===== src/rtl/aig_bist_sequencer.sv =====
// aig_bist_sequencer: self-test sequencer driving an N_IN-in/N_OUT-out AIG netlist and compacting its outputs into a 16-bit MISR.
// Ports: clk, rst (sync, active-high), start, abort, x_out (registered pattern), f_in (netlist outputs),
//   busy (APPLY/CAPTURE), done (DONE level), pat_idx (current pattern), signature (MISR).
// Optional macro AIG_BIST_GOLDEN_CMP_EN adds golden_sig input and pass output (signature == golden_sig on DONE entry).
module aig_bist_sequencer #(
  parameter int N_IN = 10,
  parameter int N_OUT = 10,
  parameter int PATTERN_COUNT = 1024,
  parameter int SETTLE_CYCLES = 1,
  parameter logic [N_IN-1:0] PAT_SEED = '0,
  parameter logic [15:0] SIG_SEED = 16'h0000
) (
  input  logic             clk,
  input  logic             rst,
  input  logic             start,
  input  logic             abort,
  output logic [N_IN-1:0]  x_out,
  input  logic [N_OUT-1:0] f_in,
  output logic             busy,
  output logic             done,
  output logic [15:0]      pat_idx,
  output logic [15:0]      signature
`ifdef AIG_BIST_GOLDEN_CMP_EN
  ,
  input  logic [15:0]      golden_sig,
  output logic             pass
`endif
);
  typedef enum logic [1:0] {IDLE, APPLY, CAPTURE, DONE} state_t;
  state_t state, state_n;
  logic [N_IN-1:0] x_n;
  logic [15:0] idx_n, sig_n, cnt, cnt_n, sig_upd;
  logic last;
`ifdef AIG_BIST_GOLDEN_CMP_EN
  logic pass_n;
`endif
  assign busy = (state == APPLY) || (state == CAPTURE);
  assign done = state == DONE;
  assign sig_upd = {signature[14:0], 1'b0} ^ (signature[15] ? 16'h1021 : 16'h0000) ^ 16'(f_in);
  assign last = pat_idx == 16'(PATTERN_COUNT - 1);
  always_comb begin
    state_n = state;
    x_n = x_out;
    idx_n = pat_idx;
    sig_n = signature;
    cnt_n = cnt;
`ifdef AIG_BIST_GOLDEN_CMP_EN
    pass_n = pass;
`endif
    case (state)
      IDLE, DONE: if (start) begin
        state_n = APPLY;
        x_n = PAT_SEED;
        idx_n = '0;
        sig_n = SIG_SEED;
        cnt_n = '0;
`ifdef AIG_BIST_GOLDEN_CMP_EN
        pass_n = 1'b0;
`endif
      end
      APPLY: if (abort) begin
        state_n = IDLE;
        x_n = '0;
      end else begin
        cnt_n = cnt + 16'd1;
        state_n = (cnt == 16'(SETTLE_CYCLES - 1)) ? CAPTURE : APPLY;
      end
      CAPTURE: if (abort) begin
        state_n = IDLE;
        x_n = '0;
      end else if (last) begin
        state_n = DONE;
        x_n = '0;
        sig_n = sig_upd;
`ifdef AIG_BIST_GOLDEN_CMP_EN
        pass_n = sig_upd == golden_sig;
`endif
      end else begin
        state_n = APPLY;
        sig_n = sig_upd;
        idx_n = pat_idx + 16'd1;
        x_n = idx_n[N_IN-1:0] ^ PAT_SEED;
        cnt_n = '0;
      end
      default: state_n = IDLE;
    endcase
  end
  always_ff @(posedge clk) begin
    if (rst) begin
      state <= IDLE;
      x_out <= '0;
      pat_idx <= '0;
      signature <= SIG_SEED;
      cnt <= '0;
`ifdef AIG_BIST_GOLDEN_CMP_EN
      pass <= 1'b0;
`endif
    end else begin
      state <= state_n;
      x_out <= x_n;
      pat_idx <= idx_n;
      signature <= sig_n;
      cnt <= cnt_n;
`ifdef AIG_BIST_GOLDEN_CMP_EN
      pass <= pass_n;
`endif
    end
  end
endmodule


===== config.mk =====
export PLATFORM = sky130hd
export DESIGN_NAME = aig_bist_sequencer
export DESIGN_NICKNAME = d
export VERILOG_FILES = /design/src/rtl/aig_bist_sequencer.sv
export SDC_FILE = /design/constraint.sdc
export NUM_CORES = 1
export LEC_CHECK = 0
export BUFFER_PORTS_ARGS = -buffer_cell sky130_fd_sc_hd__buf_4
export CORE_UTILIZATION = 55
export CTS_CLUSTER_DIAMETER = 100
export DETAILED_ROUTE_END_ITERATION = 8
export GPL_TIMING_DRIVEN = 0
export PLACE_DENSITY = 0.8
export SYNTH_ARGS = -nofsm -noshare
export SYNTH_HDL_FRONTEND = slang
export SYNTH_SLANG_ARGS = --single-unit

===== constraint.sdc =====
create_clock -name clk -period 2.6 [get_ports clk]
set_input_delay 0.52 -clock clk [delete_from_list [all_inputs] [get_ports clk]]
set_output_delay 0.52 -clock clk [all_outputs]
set_load 0.01 [all_outputs]

* After elaboration in Yosys (flattened, before gate mapping)
Cells that the tools add are included.
W data, S select, Z words.
** Operators by class
- Add/subtract/negate cells :: 2
- Equality and inequality tests :: 9
- Multiplexer cells :: 22
- Bitwise operators :: 2
- Reduce and logical (&&, ||, !) cells :: 9
** Operator list (count)
- $mux W16 :: 7
- $pmux W16 S2 :: 2
- $pmux W16 S3 :: 1
- $mux W10 :: 4
- $add A16 B1 Y16 const B :: 2
- $pmux W10 S3 :: 1
- $eq A16 B10 Y1 const B :: 1
- $logic_not A16 Y1 :: 1
- $xor A16 B10 Y16 :: 1
- $xor A16 B13 Y16 :: 1
- $mux W13 :: 1
- $mux W2 :: 5
- $ne A2 B2 Y1 const B :: 5
- $reduce_and A4 Y1 :: 2
- $pmux W2 S3 :: 1
- $eq A2 B2 Y1 const B :: 2
- $reduce_and A3 Y1 :: 1
- $eq A2 B1 Y1 const B :: 1
- $logic_not A2 Y1 :: 1
- $reduce_and A2 Y1 :: 1
- $reduce_bool A2 Y1 :: 1
- $reduce_or A2 Y1 :: 1
- $logic_or A1 B1 Y1 :: 1
** Word-level totals
- Flip-flop bits (word level) :: 60
- Bits of input ports :: 14
- Output and inout bits :: 44
- Word-level logic and storage cells :: 49

* Depth between registers and ports, before layout
Gate-level depths: netlist (run 1).
- Depth after elaboration :: 5
- Depth in mapped cells :: 9

* Worst setup path before layout (run 1)
OpenSTA, ideal clock, no wires.
- Path type :: reg2reg
- From :: reg pat_idx[8]
- To :: reg cnt[10]
- Arrival time :: 1975 ps
- Required time :: 2468 ps
- Path slack :: 492 ps
- Cell stages (with the launch flop) :: 8
- Path buffers :: 2
- Path through :: dfxtp_1 > or4bb_1 > or4_4 > buf_6 > nand3_1 > buf_4 > or3_1 > a21oi_1
** On the way
- Cells in the longest elaborated chain, start to end :: 3
** Ends and longest elaborated chain
- from (decl) :: line 21 : output logic [15:0] pat_idx,
- from (signal assigned) :: line 101 : pat_idx <= idx_n;
- $eq A16 B10 Y1 :: line 40 : assign last = pat_idx == 16'(PATTERN_COUNT - 1);
- $ne A2 B2 Y1 (no line)
- $reduce_and A4 Y1 (no line)
- to (signal assigned) :: line 103 : cnt <= cnt_n;
- to (decl) :: line 32 : logic [15:0] idx_n, sig_n, cnt, cnt_n, sig_upd;
No other way between the ends.
A chain may end at the register's enable or synchronous reset.

* Worst setup path after layout (run 1)
- From :: reg state[0]
- To :: reg cnt[15]
** On the way
- Cells in the longest elaborated chain, start to end :: 4
- Elaborated cells between the ends (all ways) :: 11
- Classes of those cells :: eq/ne (7); mux (1); reduce/logical (3)
** Ends and longest elaborated chain
- from (decl) :: line 30 : state_t state, state_n;
- from (signal assigned) :: line 99 : state <= state_n;
- $eq A2 B2 Y1 or $logic_not A2 Y1 (tied branches) :: line 50 : case (state)
- $reduce_or A2 Y1 :: line 50
- $ne A2 B2 Y1 (no line)
- $reduce_and A4 Y1 (no line)
Parallel ways exist; a longest one is shown, timed or not.

==> results of run 1 <==
cell usage in the layout (no fill, tap or decap), types with 3 or more instances in the layout:
master    Yosys  routed
xnor2_1       9       9
nor2_1       40      39
nand2_1      24      24
nand2b_1      3       3
a22oi_1      24      24
nor4_1        5       5
o21ai_1       7       7
nor3_1        6       5
buf_4         2      59
a21oi_1      31      31
nand3_1      22      21
inv_1        15      15
or3_1         6       6
and3_1        3       3
o21ai_0       9       9
clkbuf_1     16      16
clkbuf_8      0       9
xor2_1       16      16
nand4_1      10      10
o32ai_1       7       7
and2_1        3       3
or4_1        10      10
clkinv_2      0       3
ha_1          6       6
dfxtp_1      60      60
final cells by class:
cell class	instances	area, um^2	area share [%]
Buffer	20	92.6	2.49
Clock buffer	11	131	3.54
Clock inverter	5	52.6	1.41
Inverter	15	56.3	1.52
Multi-Input combinational cell	267	1670	44.8
Sequential cell	60	1200	32.3
Tap cell	70	87.6	2.36
Timing Repair Buffer	57	428	11.5
metrics by stage:
step	hold WS, ns	instance area [um^2]	setup WS [ns]
after floorplan	0.445	2980	0.492
after global placement	0.461	3500	-0.0231
after detailed placement	0.476	3500	-0.0309
after CTS	0.461	3680	0.135
after global routing	0.488	3710	0.0206
final	0.464	3710	0.209
logic make-up (layout without fill, tap and decap cells):
family | after synthesis | in the layout
buf+inv | 35 | 108
flops | 60 | 60
simple gates | 148 | 148
compound gates | 87 | 87
fa+ha+maj | 6 | 6
mux | 1 | 1
xor+xnor | 25 | 25
sequential cells by signal, summed over array words and instances, names as in the netlist:
register and flops:
cnt 16, pat_idx 16, signature 16, state 2, x_out 10
critical path: cells and delay by family (launching register included):
| kind | cells | cell delay, ns |
|---|---|---|
| AOI/OAI and AO/OA | 2 | 0.43 |
| buffers and inverters | 2 | 0.28 |
| and+or+nand+nor | 3 | 0.84 |
| adders and majority gates | 1 | 0.37 |
| DFF | 1 | 0.40 |
cell usage after synthesis (all sizes together) (3+ instances only):
master	instances	share of area, %
a21oi	31	5.2
a22oi	24	6.0
and2	4	0.92
and3	3	0.63
buf	4	1.0
clkbuf	16	2.0
dfxtp	60	40
ha	6	2.5
inv	15	1.9
nand2	25	3.2
nand2b	3	0.63
nand3	22	3.7
nand4	10	2.1
nor2	40	5.0
nor3	6	1.0
nor4	6	1.5
o21ai	16	2.7
o32ai	7	2.1
or3	6	1.3
or4	12	3.3
xnor2	9	2.6
xor2	16	4.7
worst min path at each step:
stage	start	end	cells past startpoint
4_1_cts	rst	cnt[4]$_SDFFE_PP0P_	3
2_1_floorplan	cnt[11]$_SDFFE_PP0P_	cnt[11]$_SDFFE_PP0P_	2
5_1_grt	rst	cnt[5]$_SDFFE_PP0P_	3
3_3_place_gp	cnt[11]$_SDFFE_PP0P_	cnt[11]$_SDFFE_PP0P_	2
3_5_place_dp	signature[0]$_SDFFE_PP0P_	signature[0]$_SDFFE_PP0P_	2
6_report	rst	cnt[4]$_SDFFE_PP0P_	3
power by group through the flow:
stage / combinational (W) / clock, W / sequential [W]
after CTS: 0.000285 / 0.000822 / 0.000932
final: 0.000296 / 0.000811 / 0.000932
after global routing: 0.000323 / 0.000855 / 0.000932
after global placement: 0.000279 / 0 / 0.000952
after detailed placement: 0.000285 / 0 / 0.000953
after floorplan: 0.000190 / 0 / 0.000951
per-layer routing:
metal / GRT usage, % / wire length (um) / vias up
li1: - / - / 1457
met4: 9.26 / 86 / 0
met3: 9.39 / 559 / 8
met2: 43.7 / 3480 / 111
met5: 0 / 0 / -
met1: 36.9 / 3490 / 1383
repair_timing:
item / 4_1_cts / 5_1_grt
gates cloned: 0 / 0
setup endpoints to repair: 8 / 30
endpoints found under the hold margin: 0 / 0
pin swaps: 0 / 1
gates resized for setup: 1 / 9
==> impl_metrics.tcl, run 1 <==
set metrics [dict create \
    status "finished clean" \
    port-buffer-count 57 \
    cts-htree-levels 3 \
    cts.sinks 60 \
    final_util_pct 71.8 \
    internal_power_w 0.00145 \
    drc 0 \
    cts_tree "built" \
    synth_xor_area_share_pct 7.35 \
    track_usage_pct 28.1 \
    fin_crit_sh_pct 92.0 \
    path_clk_slew_ns 0.07 \
    layout.nets 450 \
    drive_gt1_share_pct 20.2 \
    synth-main-ff-cell "dfxtp_1" \
    synth_top_family_by_area "simple AND/OR/NAND/NOR gates" \
    synthToLayoutAreaGrowth_pct 24.6 \
    core.rowCount 26 \
    grt_max_degree 11 \
    cp.required_ns 2.87 \
    relSlewSlack_pct 44.8 \
    path_class "reg -> reg" \
    reg2reg_from "state[0]$_SDFFE_PP0P_" \
    p_total_w 0.00204 \
    holdCritPathClass "in -> reg" \
    report.final.slew_viol_count 0 \
    tightestPinTransition_ns 0.823 \
    rr_worst_depth 8 \
    cts_setup_buffers 0 \
    final-setup-viol-count 0 \
    yosys.area_share.simple_pct 26.2 \
    grt_pass1_wl_mm 12.0 \
    die_h_um 75.6 \
    synth_seq_cells 60 \
    ys_types 42 \
    fin_cells 505 \
    critPathSlowestCell "dfxtp_1" \
    grt_pass1_vias 2602 \
    overflow 0 \
    crit_top_cell "a21oi_1" \
    fp.dieW_um 75.6 \
    slowest_delay_ns 0.40 \
    ys_warn_count 0 \
    syn_area_mm2 0.00298 \
    synth_nets 382 \
    cp-start-kind "flip-flop" \
    diodes 0 \
    p_seq_share_pct 45.7 \
    root_buffer "clkbuf_8" \
    r2r-end "cnt[15]$_SDFFE_PP0P_" \
    switchingPower_w 0.000585 \
    p_leak_nw 1.40 \
    clock.fmax_mhz 418 \
    synth_edf_count 0 \
    wl_mm 7.62 \
    yosysSeqAreaShare_pct 40.3 \
    holdBufCountCts 0 \
    vias 2959 \
    syn_area_per_cell_um2 8.23 \
    core_area_mm2 0.00517 \
    cp.arrival_ns 2.66 \
    pin_count 58 \
    start_util_pct 57.6 \
    synth_compound_area_share_pct 18.4 \
    first_iter_violations 246 \
    clkPwrFrac_pct 39.8 \
    hold_viol 0 \
    insertion_delay_ns 0.35 \
    setup_tns_ns 0 \
    async_flop_share_pct 0 \
    endpoint "cnt[15]$_SDFFE_PP0P_" \
    place_congestion 0.916 \
    syn_inst 362 \
    place_inst 489 \
    ir_drop_mv 0.452 \
    rsz0062_at_grt "false" \
    cap_violations 0 \
    clock_skew_ns 0.00906 \
    cp_max_fo 10 \
    crit_path_end_kind "flip-flop" \
    n_fill_cell 403 \
    r2r_slack_ns 0.21 \
    power.share.switching_pct 28.7 \
    synth_fa_ha_area_share_pct 2.52 \
    antenna_found_initial 0 \
    wl_per_cell_um 15.1 \
    p_comb_share_pct 14.5 \
    via_per_inst 5.86 \
    cts_buffer_depth 2 \
    finalCriticalPeriod_ns 2.39 \
    setup.worst_path.start "state[0]$_SDFFE_PP0P_" \
    cts_made_buffers 9 \
    worstPathCellList "inv_1 > ha_1 > nor2b_1 > a21oi_1 > nand3_2 > buf_4 > or4_1 > a21oi_1" \
    drt-pass1-iter-count 5 \
    p_per_area_mw_per_mm2 549 \
    dp_hpwl_mm 5.35 \
    die-area_mm2 0.00572 \
    ant_nets 0 \
    synth_mux_area_share_pct 0.336 \
]
Power figures use the tool's default switching activity.
==> run 2: changes to the inputs <==
- GPL_TIMING_DRIVEN: 0 -> 1
==> run 2 against run 1 <==
  * Sequential cell count stayed put
  * Sequential share of layout area shrank 0.46 points
  * Cell area rose by 1.4%
  * Clock power rose by 31%
  * Via count fell by 1.3%
  * Die area is the same
  * Global-route usage is 0.98 points lower
  * First-iteration DRC count shrank 11%
  * Total power increased by 12%
  * Critical path type unchanged
  * Largest power group is now clock
==> impl_metrics.tcl, run 2 (same netlist as run 1, synthesis figures left out) <==
set metrics [dict create \
    cap_violations 0 \
    wl_mm 7.50 \
    ir_drop_mv 0.515 \
    final_cell_mix "buf_4 (72), dfxtp_1 (60), nor2_1 (40)" \
    cts_tree "built" \
    cts_resized 0 \
    core.rowCount 26 \
    cts_setup_buffers 0 \
    cts_made_buffers 9 \
    first_iter_violations 220 \
    synthToLayoutAreaGrowth_pct 26.4 \
    ant_nets 0 \
    rsz0062_at_grt "false" \
    cp-start-kind "flip-flop" \
    largestRegisters "cnt (16), pat_idx (16), signature (16)" \
    hold_path_depth 4 \
    drt-pass1-iter-count 5 \
    cp_max_fo 8 \
    drive_gt1_share_pct 22.1 \
    dpl_cell_area_mm2 0.00352 \
    start_util_pct 57.6 \
    place_congestion 0.870 \
    fin_cells 500 \
    holdCritStartpoint "f_in[0]" \
    cts.sinks 60 \
    dp_hpwl_mm 5.01 \
    port-buffer-count 57 \
    layout.nets 445 \
    rr_worst_depth 8 \
    fp.dieW_um 75.6 \
    die-area_mm2 0.00572 \
    antenna_found_initial 0 \
    track_usage_pct 27.1 \
    grt_pass1_vias 2457 \
    holdCritPathClass "in -> reg" \
    fin_crit_sh_pct 91.6 \
    grt_max_degree 59 \
    path_class "reg -> reg" \
    cts_buffer_depth 2 \
    cp.required_ns 2.89 \
    via_per_inst 5.84 \
    worst_slack_ns 0.219 \
    dp_slack_ns 0.271 \
    final_common_cell "buf_4" \
    place_inst 484 \
    p_leak_nw 1.46 \
    setup_tns_ns 0 \
    root_buffer "clkbuf_8" \
    relSlewSlack_pct 57.7 \
    wl_per_cell_um 15.0 \
    final-setup-viol-count 0 \
    crit_path_end_kind "flip-flop" \
    die_h_um 75.6 \
    vias 2921 \
    p_per_area_mw_per_mm2 607 \
    tightestPinTransition_ns 0.633 \
    hold_viol 0 \
    path_clk_slew_ns 0.07 \
    core_area_mm2 0.00517 \
    grt_pass1_wl_mm 11.5 \
    report.final.slew_viol_count 0 \
    holdBufCountCts 0 \
    clock_skew_ns 0.00792 \
    status "finished clean" \
    reg2reg_from "state[0]$_SDFFE_PP0P_" \
    diodes 0 \
    r2r-end "cnt[5]$_SDFFE_PP0P_" \
    cp.arrival_ns 2.67 \
    r2r_slack_ns 0.22 \
    drc 0 \
    final_area_mm2 0.00377 \
    overflow 0 \
    whs_endpoint "signature[0]$_SDFFE_PP0P_" \
    cts-htree-levels 3 \
    insertion_delay_ns 0.35 \
    pin_count 58 \
    finalCriticalPeriod_ns 2.38 \
    clock.fmax_mhz 420 \
]
-- run 2: through the flow --
step / power [W] / utilization, % / hold slack, ns
2_1_floorplan: 0.00114 / - / 0.445
3_3_place_gp: 0.00124 / 68.0 / 0.462
3_5_place_dp: 0.00124 / 68.0 / 0.475
4_1_cts: 0.00229 / 72.9 / 0.462
5_1_grt: 0.00236 / 72.9 / 0.484
6_report: 0.00229 / 72.9 / 0.469
-- run 2: area by class of cell --
type	count	area [um^2]
Timing Repair Buffer	72	541
Multi-Input combinational cell	267	1630
Tap cell	70	87.6
Inverter	15	56.3
Clock inverter	4	95.1
Fill cell	393	1400
Sequential cell	60	1200
Clock buffer	12	155
-- run 2: how the worst max path moves through the flow --
stage,startpoint,end
3_3_place_gp,state[0]$_SDFFE_PP0P_,cnt[11]$_SDFFE_PP0P_
3_5_place_dp,state[0]$_SDFFE_PP0P_,cnt[5]$_SDFFE_PP0P_
2_1_floorplan,pat_idx[8]$_SDFFE_PP0P_,cnt[10]$_SDFFE_PP0P_
6_report,state[0]$_SDFFE_PP0P_,cnt[5]$_SDFFE_PP0P_
4_1_cts,state[0]$_SDFFE_PP0P_,cnt[5]$_SDFFE_PP0P_
5_1_grt,state[0]$_SDFFE_PP0P_,cnt[5]$_SDFFE_PP0P_
-- run 2: worst max-delay path, stage by stage (launching register included) --
cell	delay [ns]
dfxtp_1	0.38
inv_1	0.06
ha_1	0.37
nor2b_1	0.21
a21oi_1	0.24
nand3_1	0.26
buf_4	0.24
or4_1	0.47
o21ai_1	0.08
-- run 2: layer usage --
| metal | GRT usage, % | routed length, um | part of all wire (%) |
|---|---|---|---|
| met1 | 35.7 | 3440 | 46 |
| met5 | 0 | 0 | 0 |
| met3 | 8.07 | 452 | 6.0 |
| met2 | 41.1 | 3480 | 46 |
| met4 | 12.3 | 125 | 1.7 |
-- run 2: report_power, final --
part	leakage, nW	total [W]	internal, W	switching [W]
Sequential	0.483	0.000932	0.000925	0.00000646
Clock	0.127	0.00106	0.000688	0.000376
Combinational	0.853	0.000292	0.0000993	0.000193
